## src/rtl/binarize_pack_stream.sv

```systemverilog
// Streaming binarizer: thresholds PIXELS_PER_BEAT pixels per beat and packs the bits
// LSB-first into OUTPUT_WIDTH-bit words. Optional macro BINARIZE_THRESH_PROG_EN adds a runtime threshold.

module binarize_lane #(
    parameter int IDW = 8
) (
    input  logic [IDW-1:0] pix_i,
    input  logic [IDW-1:0] thr_i,
    output logic           bit_o
);
    assign bit_o = (pix_i >= thr_i);
endmodule

module binarize_pack_stream #(
    parameter int INPUT_DATA_WIDTH = 8,
    parameter int PIXELS_PER_BEAT  = 4,
    parameter int OUTPUT_WIDTH     = 16,
    parameter int THRESHOLD        = 128
) (
    input  logic                                        clk,
    input  logic                                        rst,
    input  logic                                        in_valid,
    output logic                                        in_ready,
    input  logic [PIXELS_PER_BEAT*INPUT_DATA_WIDTH-1:0] in_data,
    input  logic                                        in_last,
    output logic                                        out_valid,
    input  logic                                        out_ready,
    output logic [OUTPUT_WIDTH-1:0]                     out_data,
    output logic [$clog2(OUTPUT_WIDTH+1)-1:0]           out_bits,
    output logic                                        out_last
`ifdef BINARIZE_THRESH_PROG_EN
    ,
    input  logic                                        thresh_wr,
    input  logic [INPUT_DATA_WIDTH-1:0]                 thresh_data
`endif
);
    localparam int IDW = INPUT_DATA_WIDTH;
    localparam int PPB = PIXELS_PER_BEAT;
    localparam int OW  = OUTPUT_WIDTH;
    localparam int CW  = $clog2(OW+1);
    localparam logic [CW-1:0] PPB_C = CW'(PPB);
    localparam logic [CW-1:0] OW_C  = CW'(OW);

    generate
        if (OW % PPB != 0) begin : g_bad_cfg
            $error("OUTPUT_WIDTH must be a multiple of PIXELS_PER_BEAT");
        end
    endgenerate

    logic [IDW-1:0] thr;
`ifdef BINARIZE_THRESH_PROG_EN
    logic [IDW-1:0] thr_q;
    // A beat accepted alongside thresh_wr still sees the old value in thr_q.
    always_ff @(posedge clk or posedge rst) begin
        if (rst)            thr_q <= IDW'(THRESHOLD);
        else if (thresh_wr) thr_q <= thresh_data;
    end
    assign thr = thr_q;
`else
    assign thr = IDW'(THRESHOLD);
`endif

    logic [PPB-1:0] beat_bits;
    genvar g;
    generate
        for (g = 0; g < PPB; g++) begin : g_lane
            binarize_lane #(.IDW(IDW)) u_lane (
                .pix_i (in_data[g*IDW +: IDW]),
                .thr_i (thr),
                .bit_o (beat_bits[g])
            );
        end
    endgenerate

    logic [OW-1:0] acc_q, acc_d;
    logic [CW-1:0] cnt_q, cnt_d;
    logic [OW-1:0] odata_q, odata_d;
    logic [CW-1:0] obits_q, obits_d;
    logic          olast_q, olast_d;
    logic          ovld_q, ovld_d;

    logic          accept;
    logic [CW-1:0] cnt_nxt;
    logic [OW-1:0] merged;

    assign in_ready = !ovld_q || out_ready;
    assign accept   = in_valid && in_ready;
    assign cnt_nxt  = cnt_q + PPB_C;
    // acc is always zero at and above cnt, so OR-merge leaves the upper bits clear.
    assign merged   = acc_q | (OW'(beat_bits) << cnt_q);

    always_comb begin
        acc_d   = acc_q;
        cnt_d   = cnt_q;
        odata_d = odata_q;
        obits_d = obits_q;
        olast_d = olast_q;
        ovld_d  = ovld_q;
        if (ovld_q && out_ready) ovld_d = 1'b0;
        if (accept) begin
            if (cnt_nxt == OW_C || in_last) begin
                odata_d = merged;
                obits_d = cnt_nxt;
                olast_d = in_last;
                ovld_d  = 1'b1;
                acc_d   = '0;
                cnt_d   = '0;
            end else begin
                acc_d = merged;
                cnt_d = cnt_nxt;
            end
        end
    end

    always_ff @(posedge clk or posedge rst) begin
        if (rst) begin
            acc_q   <= '0;
            cnt_q   <= '0;
            odata_q <= '0;
            obits_q <= '0;
            olast_q <= 1'b0;
            ovld_q  <= 1'b0;
        end else begin
            acc_q   <= acc_d;
            cnt_q   <= cnt_d;
            odata_q <= odata_d;
            obits_q <= obits_d;
            olast_q <= olast_d;
            ovld_q  <= ovld_d;
        end
    end

    assign out_valid = ovld_q;
    assign out_data  = odata_q;
    assign out_bits  = obits_q;
    assign out_last  = olast_q;
endmodule

```

## config.mk

```make
export PLATFORM = sky130hd
export DESIGN_NAME = binarize_pack_stream
export DESIGN_NICKNAME = d
export VERILOG_FILES = /design/src/rtl/binarize_pack_stream.sv
export SDC_FILE = /design/constraint.sdc
export NUM_CORES = 1
export LEC_CHECK = 0
export CAP_MARGIN = 20
export CORE_AREA = 2 2 88 69
export DETAILED_ROUTE_END_ITERATION = 6
export DIE_AREA = 0 0 90 71
export PLACE_DENSITY_LB_ADDON = 0.12
export SKIP_LAST_GASP = 1
export SYNTH_ARGS = -nofsm -noshare
export SYNTH_HDL_FRONTEND = slang
export SYNTH_SLANG_ARGS = --single-unit
```

## constraint.sdc

```tcl
create_clock -name clk -period 1.7 [get_ports clk]
set_input_delay 0.255 -clock clk [delete_from_list [all_inputs] [get_ports clk]]
set_output_delay 0.255 -clock clk [all_outputs]
set_load 0.05 [all_outputs]
```

; Word-level counts from Yosys, hierarchy flattened
; Index checks and enable logic that the tools add are counted.
[totals]
regBits = 44
word_cells = 25
[op_classes]
bitwise = 1
add_sub_neg = 1
magnitude_cmp = 4
n_reduce_logical = 6
shift = 1
eq_ne = 1
n_mux = 5
[op_table]
columns = cell, count
row1 = $ge 8x8->1 const B, 4
row2 = $mux 16, 1
row3 = $or 16x16->16, 1
row4 = $shl 4x5->16, 1
row5 = $add 5x3->5 const B, 1
row6 = $eq 5x5->1 const B, 1
row7 = $mux 5, 1
row8 = $mux 1, 3
row9 = $logic_and 1x1->1, 2
row10 = $logic_or 1x1->1, 2
row11 = $reduce_and 2->1, 1
row12 = $logic_not 1->1, 1

; Longest topological paths before layout
; Gate-level depths: netlist (run 1).
[logic_depth]
word_depth = 5
mapped_depth = 6
mapped_depth_nobuf = 4

; Modules after synthesis
; A second synthesis (run 1) with hierarchy kept.
[unflattened]
cells_unflattened = 270
hier_area_um2 = 2627.5
[modules_own_cells]
columns = mod, cells_each, area_each_um2, instances
row1 = binarize_pack_stream, 170, 1836.8, 1
row2 = binarize_lane, 25, 197.7, 4

; Worst setup path before layout (run 1)
; OpenSTA, ideal clock, no wires.
[synth_timing]
path_type = reg-to-reg
start = register ovld_q (netlist: out_valid)
end = register cnt_q[4]
period_less_slack_ps = 2020
t_required_ps = 1578
setup_slack_ps = -320
path_stages_with_launch = 6
arrival_time_ps = 1898
path_buffers = 2
path_cell_list = dfrtp_1 -> nand2b_1 -> clkbuf_1 -> clkbuf_1 -> o211ai_1 -> o2bb2ai_1
[synth_between]
elab_chain_len = 3
[synth_lines]
columns = item, line_no
row1 = from (decl), 80  ; logic ovld_q, ovld_d;
row2 = from (signal assigned), 129  ; ovld_q <= ovld_d;
row3 = $logic_not 1->1, 86  ; assign in_ready = !ovld_q || out_ready;
row4 = $logic_or 1x1->1, 86
row5 = net in_ready, 23  ; output logic in_ready,
row6 = $logic_and 1x1->1, 87  ; assign accept = in_valid && in_ready;
row7 = to (signal assigned), 125  ; cnt_q <= cnt_d;
row8 = to (decl), 76  ; logic [CW-1:0] cnt_q, cnt_d;
; The timed path passes the listed nets, and every way through them passes these cells.
; A chain may end at the register's enable or synchronous reset.

; Final worst setup path (run 1)
[layout_timing]
start = register cnt_q[2]
end = register cnt_q[4]
[layout_between]
elab_chain_len = 4
[layout_lines]
columns = item, line_no
row1 = $add 5x3->5 *, 88  ; assign cnt_nxt = cnt_q + PPB_C;
row2 = $eq 5x5->1, 101  ; if (cnt_nxt == OW_C || in_last) begin
row3 = $logic_or 1x1->1, 101
row4 = $mux 5 *, 101
; Every way passes the cells marked *; elsewhere a longest branch is shown, timed or not.

==> flow_summary.toml, run 1 <==
[power]
seqPwrFrac = 0.375
power_density_nw_per_um2 = 1640
ir_worst_vdd_mv = 0.677
p_sw_frac = 0.441
power_switching_mw = 1.72
p_int_mw = 2.18
p_leak_nw = 1.09
p_clk_frac = 0.161
pwr-share-comb = 0.464

[layout]
antenna_cells = 0
final_cell_count_no_fill = 285
nets = 245
postLayoutCellArea_um2 = 2390
area_growth_pct = 27.9
layout-drive-gt1-share = 0.280

[synth]
ys_ff_latch = 40
synth_common_cells = "40 x dfrtp_1, 18 x inv_1, 17 x mux2i_1"
yosysTopAreaCell = "dfrtp_1"
ys.flop_type = "dfrtp_1"
synth-seq-area-share = 0.536
yosysUniqueCellTypes = 34
async_flop_share = 1.00
yosysTopAreaCellShare = 0.536
synth_edf_count = 0
syn_inst = 169
yosys_warnings = 0
synth_area_um2 = 1870
yosysMostFrequentCell = "dfrtp_1"
avgSynthCellArea_um2 = 11.1
synth_top_cells_by_area = "dfrtp_1 54%, mux2i_1 9.1%, a41oi_1 7.5%"

[detailed_routing]
drt_iter0_markers = 103
route.final.wire_length_mm = 4.09
ant_nets = 0
num_vias = 1387
dr.pass1.iters = 4
avgViaCountPerCell = 4.87
wire_per_inst_um = 14.3
drc = 0

[global_routing]
grt_first_pass_wirelength_mm = 6.77
grt_overflow = 0
grt_max_degree = 27
grt_usage = 0.134
grt_pass1_vias = 1387
antenna_found_initial = 0

[place]
dpl_cell_area_um2 = 2270
gp_congestion = 0.741
io_buffers = 30
dp.cells = 277
hpwlAfterDp_mm = 2.76

[timing]
min_period_ps = 1670
rsz0062_at_grt = "true"
hold_violations = 0
clock.fmax_mhz = 600
setup_viol = 0
period_share = 0.981
clock_skew_ps = 4.55
finalMaxSlewViolations = 0

[outcome]
outcome = "complete, no violations"

[cts]
root_buffer = "clkbuf_8"
clock_latency_ps = 290
clk_pin_slew_ps = 80
clockBufferDepth = 2
htreeDepth = 2
cts_tree = "done"
ctsHoldBuffers = 0
numCtsBuffers = 5
cts.sinks = 40

[die]
core_area_um2 = 5590
die_h_um = 71
ios = 61
row_count = 24
dieArea_um2 = 6390
start_util = 0.334
fp.dieW_um = 90

[hold_path]
hold_class = "in -> async"

[critical_path]
cp-start-kind = "register"
reg2reg_depth = 5
end_kind = "register"
required_ps = 1920
critPathArrivalTime_ps = 1890
critPathKind = "reg -> reg"
critPathMaxFanout = 4

[run]
maxCapViolCount = 0
## worst paths after layout
kind | to | slack (ps) | startpoint
worst max-delay path | cnt_q[4] | 30 | cnt_q[2]
worst min-delay path | out_data[15] | 250 | rst
worst max register to register | cnt_q[4] | 30 | cnt_q[2]
worst min register to register | out_bits[3] | 490 | out_bits[3]
max in group asynchronous | cnt_q[2] | 970 | rst
min in group clk | out_bits[3] | 490 | out_bits[3]
## power groups by stage
stage	clock, mW	combinational, mW	sequential, mW
after floorplan	0	0.543	2.18
final	0.629	1.81	1.46
after global placement	0	1.81	1.47
after global routing	0.695	1.94	1.51
after detailed placement	0	1.82	1.48
after CTS	0.663	1.83	1.46
## layout by cell type, fill, tap and decap left out, types with 2 or more instances in the layout
cell type and n:
a21bo_2 2, a21oi_1 16, a41oi_1 16, buf_12 3
buf_4 35, clkbuf_8 5, clkdlybuf4s50_1 8, clkinv_2 2
conb_1 2, dfrtp_1 39, inv_1 18, mux2i_1 17
nand3_1 2, nor2_1 16, nor3b_2 2
## flip-flops by register name, indices dropped and copies added (netlist names)
signal	cells
acc_q	16
cnt_q	3
out_bits	3
out_data	16
out_last	1
out_valid	1
## cell families (layout without fill, tap and decap cells)
kind of cell | after synthesis | after routing | share of synthesized area
AO/OA/AOI/OAI | 44 | 44 | 0.174
flip-flops | 40 | 40 | 0.536
AND/OR/NAND/NOR | 27 | 27 | 0.0757
XOR/XNOR | 1 | 1 | 0.00871
other | 1 | 2 | 0.00201
buffers and inverters | 36 | 73 | 0.0931
adder cells (fa/ha/maj) | 2 | 2 | 0.0134
multiplexers | 18 | 18 | 0.0971
## timing repair
action / in CTS / in global routing
setup endpoints to repair: 6 / 8
resized for setup: 1 / 5
pin swaps: 0 / 2
buffers inserted: 0 / 0
## stage by stage
step | util | TNS (ps) | total power [mW] | hold WS (ps) | worst slack, ps
2_1_floorplan | - | 0 | 2.73 | 456 | 54.0
3_3_place_gp | 0.407 | -191 | 3.27 | 472 | -39.9
3_5_place_dp | 0.407 | -180 | 3.30 | 481 | -45.9
4_1_cts | 0.423 | 0 | 3.96 | 253 | 31.2
5_1_grt | 0.428 | -37.8 | 4.15 | 261 | -29.6
6_report | 0.428 | 0 | 3.91 | 248 | 33.1
## area by class of cell
class,instances,area (um2)
timing repair buffer,47,414
tap,78,97.6
clock buffer,5,68.8
sequential,40,1000
clock inverter,3,18.8
inverter,18,67.6
fill,548,3200
multi-input combinational,94,719
## worst max-delay path, cell delays in order (launching register included)
cell       delay [ps]
dfrtp_1           450
ha_2              230
or2_1             240
buf_4             150
or3b_1            380
o2bb2ai_2         150
## metal layers
layer  vias up  GRT usage  part of all wire
met5         -          0                 0
met4         0     0.0513             0.017
met3         8     0.0373             0.047
met2        40      0.203              0.44
met1       679      0.185              0.49
li1        660          -                 -
Power figures use the tool's default switching activity.
==> run 2: changes to the inputs <==
--- a/config.mk
+++ b/config.mk
@@ -6,9 +6,9 @@
 export NUM_CORES = 1
 export LEC_CHECK = 0
 export CAP_MARGIN = 20
-export CORE_AREA = 2 2 88 69
+export CORE_AREA = 4 4 90 71
 export DETAILED_ROUTE_END_ITERATION = 6
-export DIE_AREA = 0 0 90 71
+export DIE_AREA = 0 0 94 75
 export PLACE_DENSITY_LB_ADDON = 0.12
 export SKIP_LAST_GASP = 1
 export SYNTH_ARGS = -nofsm -noshare
==> flow_summary.toml, run 2 (same netlist as run 1, synthesis figures left out) <==
[global_routing]
antenna_found_initial = 0
grt_usage = 0.127
grt_pass1_vias = 1353
grt_max_degree = 41
grt_overflow = 0
grt_first_pass_wirelength_mm = 6.74

[detailed_routing]
route.final.wire_length_mm = 4.13
drt_iter0_markers = 80
drt-met1-wl_mm = 1.91
wire_per_inst_um = 14.4
dr.pass1.iters = 4
wl_met2_mm = 1.94
avgViaCountPerCell = 4.89
num_vias = 1402
top_layer_used = "met4"
wl_met3_um = 190
ant_nets = 0
drc = 0

[die]
fp.dieW_um = 94
die_h_um = 75
start_util = 0.334
ios = 61
row_count = 24
dieArea_um2 = 7050
core_area_um2 = 5590

[layout]
layout-drive-gt1-share = 0.273
final_cell_count_no_fill = 287
final_common_cell = "dfrtp_1"
seq_area_um2 = 1000
post-route-util = 0.432
fillers = 543
nets = 247
postLayoutCellArea_um2 = 2410
area_growth_pct = 29.1
antenna_cells = 0
multi_input_area_um2 = 701
layout_common_cells = "39 x dfrtp_1, 37 x buf_4, 18 x inv_1"

[critical_path]
cp-start-kind = "register"
critPathArrivalTime_ps = 1880
critPathKind = "reg -> reg"
critPathMaxFanout = 4
required_ps = 1920
r2r_slack_ps = 40
worstReg2RegEnd = "cnt_q[4]"
r2r-start = "cnt_q[2]"
reg2reg_depth = 5
end_kind = "register"

[timing]
clock_skew_ps = 4.14
worstMarginPinSlew_ps = 507
fin_worst_hold_slack_ps = 319
setup_viol = 0
min_period_ps = 1660
clock.fmax_mhz = 603
period_share = 0.975
rsz0062_at_grt = "true"
relSlewSlack = 0.661
hold_violations = 0
finalMaxSlewViolations = 0

[place]
dpl_cell_area_um2 = 2250
hpwlAfterDp_mm = 2.69
dp.cells = 274
gp_congestion = 0.740
io_buffers = 30

[power]
p_leak_nw = 1.11
ir_worst_vdd_mv = 1.04
power_density_nw_per_um2 = 1650

[cts]
cts_tree = "done"
numCtsBuffers = 5
clk_pin_slew_ps = 80
ctsHoldBuffers = 0
root_buffer = "clkbuf_8"
clockBufferDepth = 2
clock_latency_ps = 290
htreeDepth = 2
cts.sinks = 40

[outcome]
outcome = "complete, no violations"

[hold_path]
hold_class = "in -> async"

[run]
maxCapViolCount = 0
run 2: metrics by stage:
step | total power, mW | setup WS (ps) | setup TNS, ps
2_1_floorplan | 2.73 | 54.0 | 0
3_3_place_gp | 3.26 | -50.6 | -469
3_5_place_dp | 3.29 | -66.8 | -574
4_1_cts | 4.00 | 48.9 | 0
5_1_grt | 4.24 | -39.1 | -375
6_report | 3.97 | 41.7 | 0
run 2: timing repair:
action / in CTS / in global routing
hold endpoints to repair: 0 / 0
pin swaps: 0 / 1
gates cloned: 0 / 1
endpoints found under the setup margin: 8 / 15
buffers inserted: 0 / 4
resized for setup: 1 / 1
run 2: cell type report:
| class | instances | area share |
|---|---|---|
| clock buffer | 8 | 0.0415 |
| inverter | 18 | 0.0280 |
| multi-input combinational | 94 | 0.291 |
| sequential | 40 | 0.416 |
| tap | 78 | 0.0405 |
| timing repair buffer | 49 | 0.184 |
run 2: per-layer routing:
layer / GRT usage / up-vias
met4: 0.0433 / 0
met1: 0.164 / 699
met2: 0.201 / 31
li1: - / 665
met3: 0.0440 / 7
met5: 0 / -
run 2: critical path: stages, from the launching register on:
cell and delay, ps:
dfrtp_1 420, ha_1 250, or2_1 260, buf_4 150, or3b_1 370, o2bb2ai_1 150
run 2: worst max-delay path by stage:
stage | startpoint | to | cells after the start
2_1_floorplan | cnt_q[2] | out_bits[3] | 5
3_5_place_dp | in_last | out_data[1] | 5
4_1_cts | cnt_q[2] | cnt_q[4] | 5
6_report | cnt_q[2] | cnt_q[4] | 5
5_1_grt | cnt_q[2] | cnt_q[4] | 5
3_3_place_gp | in_last | out_data[1] | 5
run 2: power by group:
group	switching, mW	internal, mW	total (mW)
logic	1.19	0.629	1.82
registers	0.185	1.28	1.46
clock network	0.315	0.370	0.685
total	1.69	2.28	3.97
==> run 3: changes to the inputs <==
--- a/config.mk
+++ b/config.mk
@@ -6,9 +6,9 @@
 export NUM_CORES = 1
 export LEC_CHECK = 0
 export CAP_MARGIN = 20
-export CORE_AREA = 4 4 90 71
+export CORE_AREA = 2 2 88 69
 export DETAILED_ROUTE_END_ITERATION = 6
-export DIE_AREA = 0 0 94 75
+export DIE_AREA = 0 0 90 71
 export PLACE_DENSITY_LB_ADDON = 0.12
 export SKIP_LAST_GASP = 1
 export SYNTH_ARGS = -nofsm -noshare
==> results of run 3 <==
Final layout, timing and power as in run 1 (identical DEF).
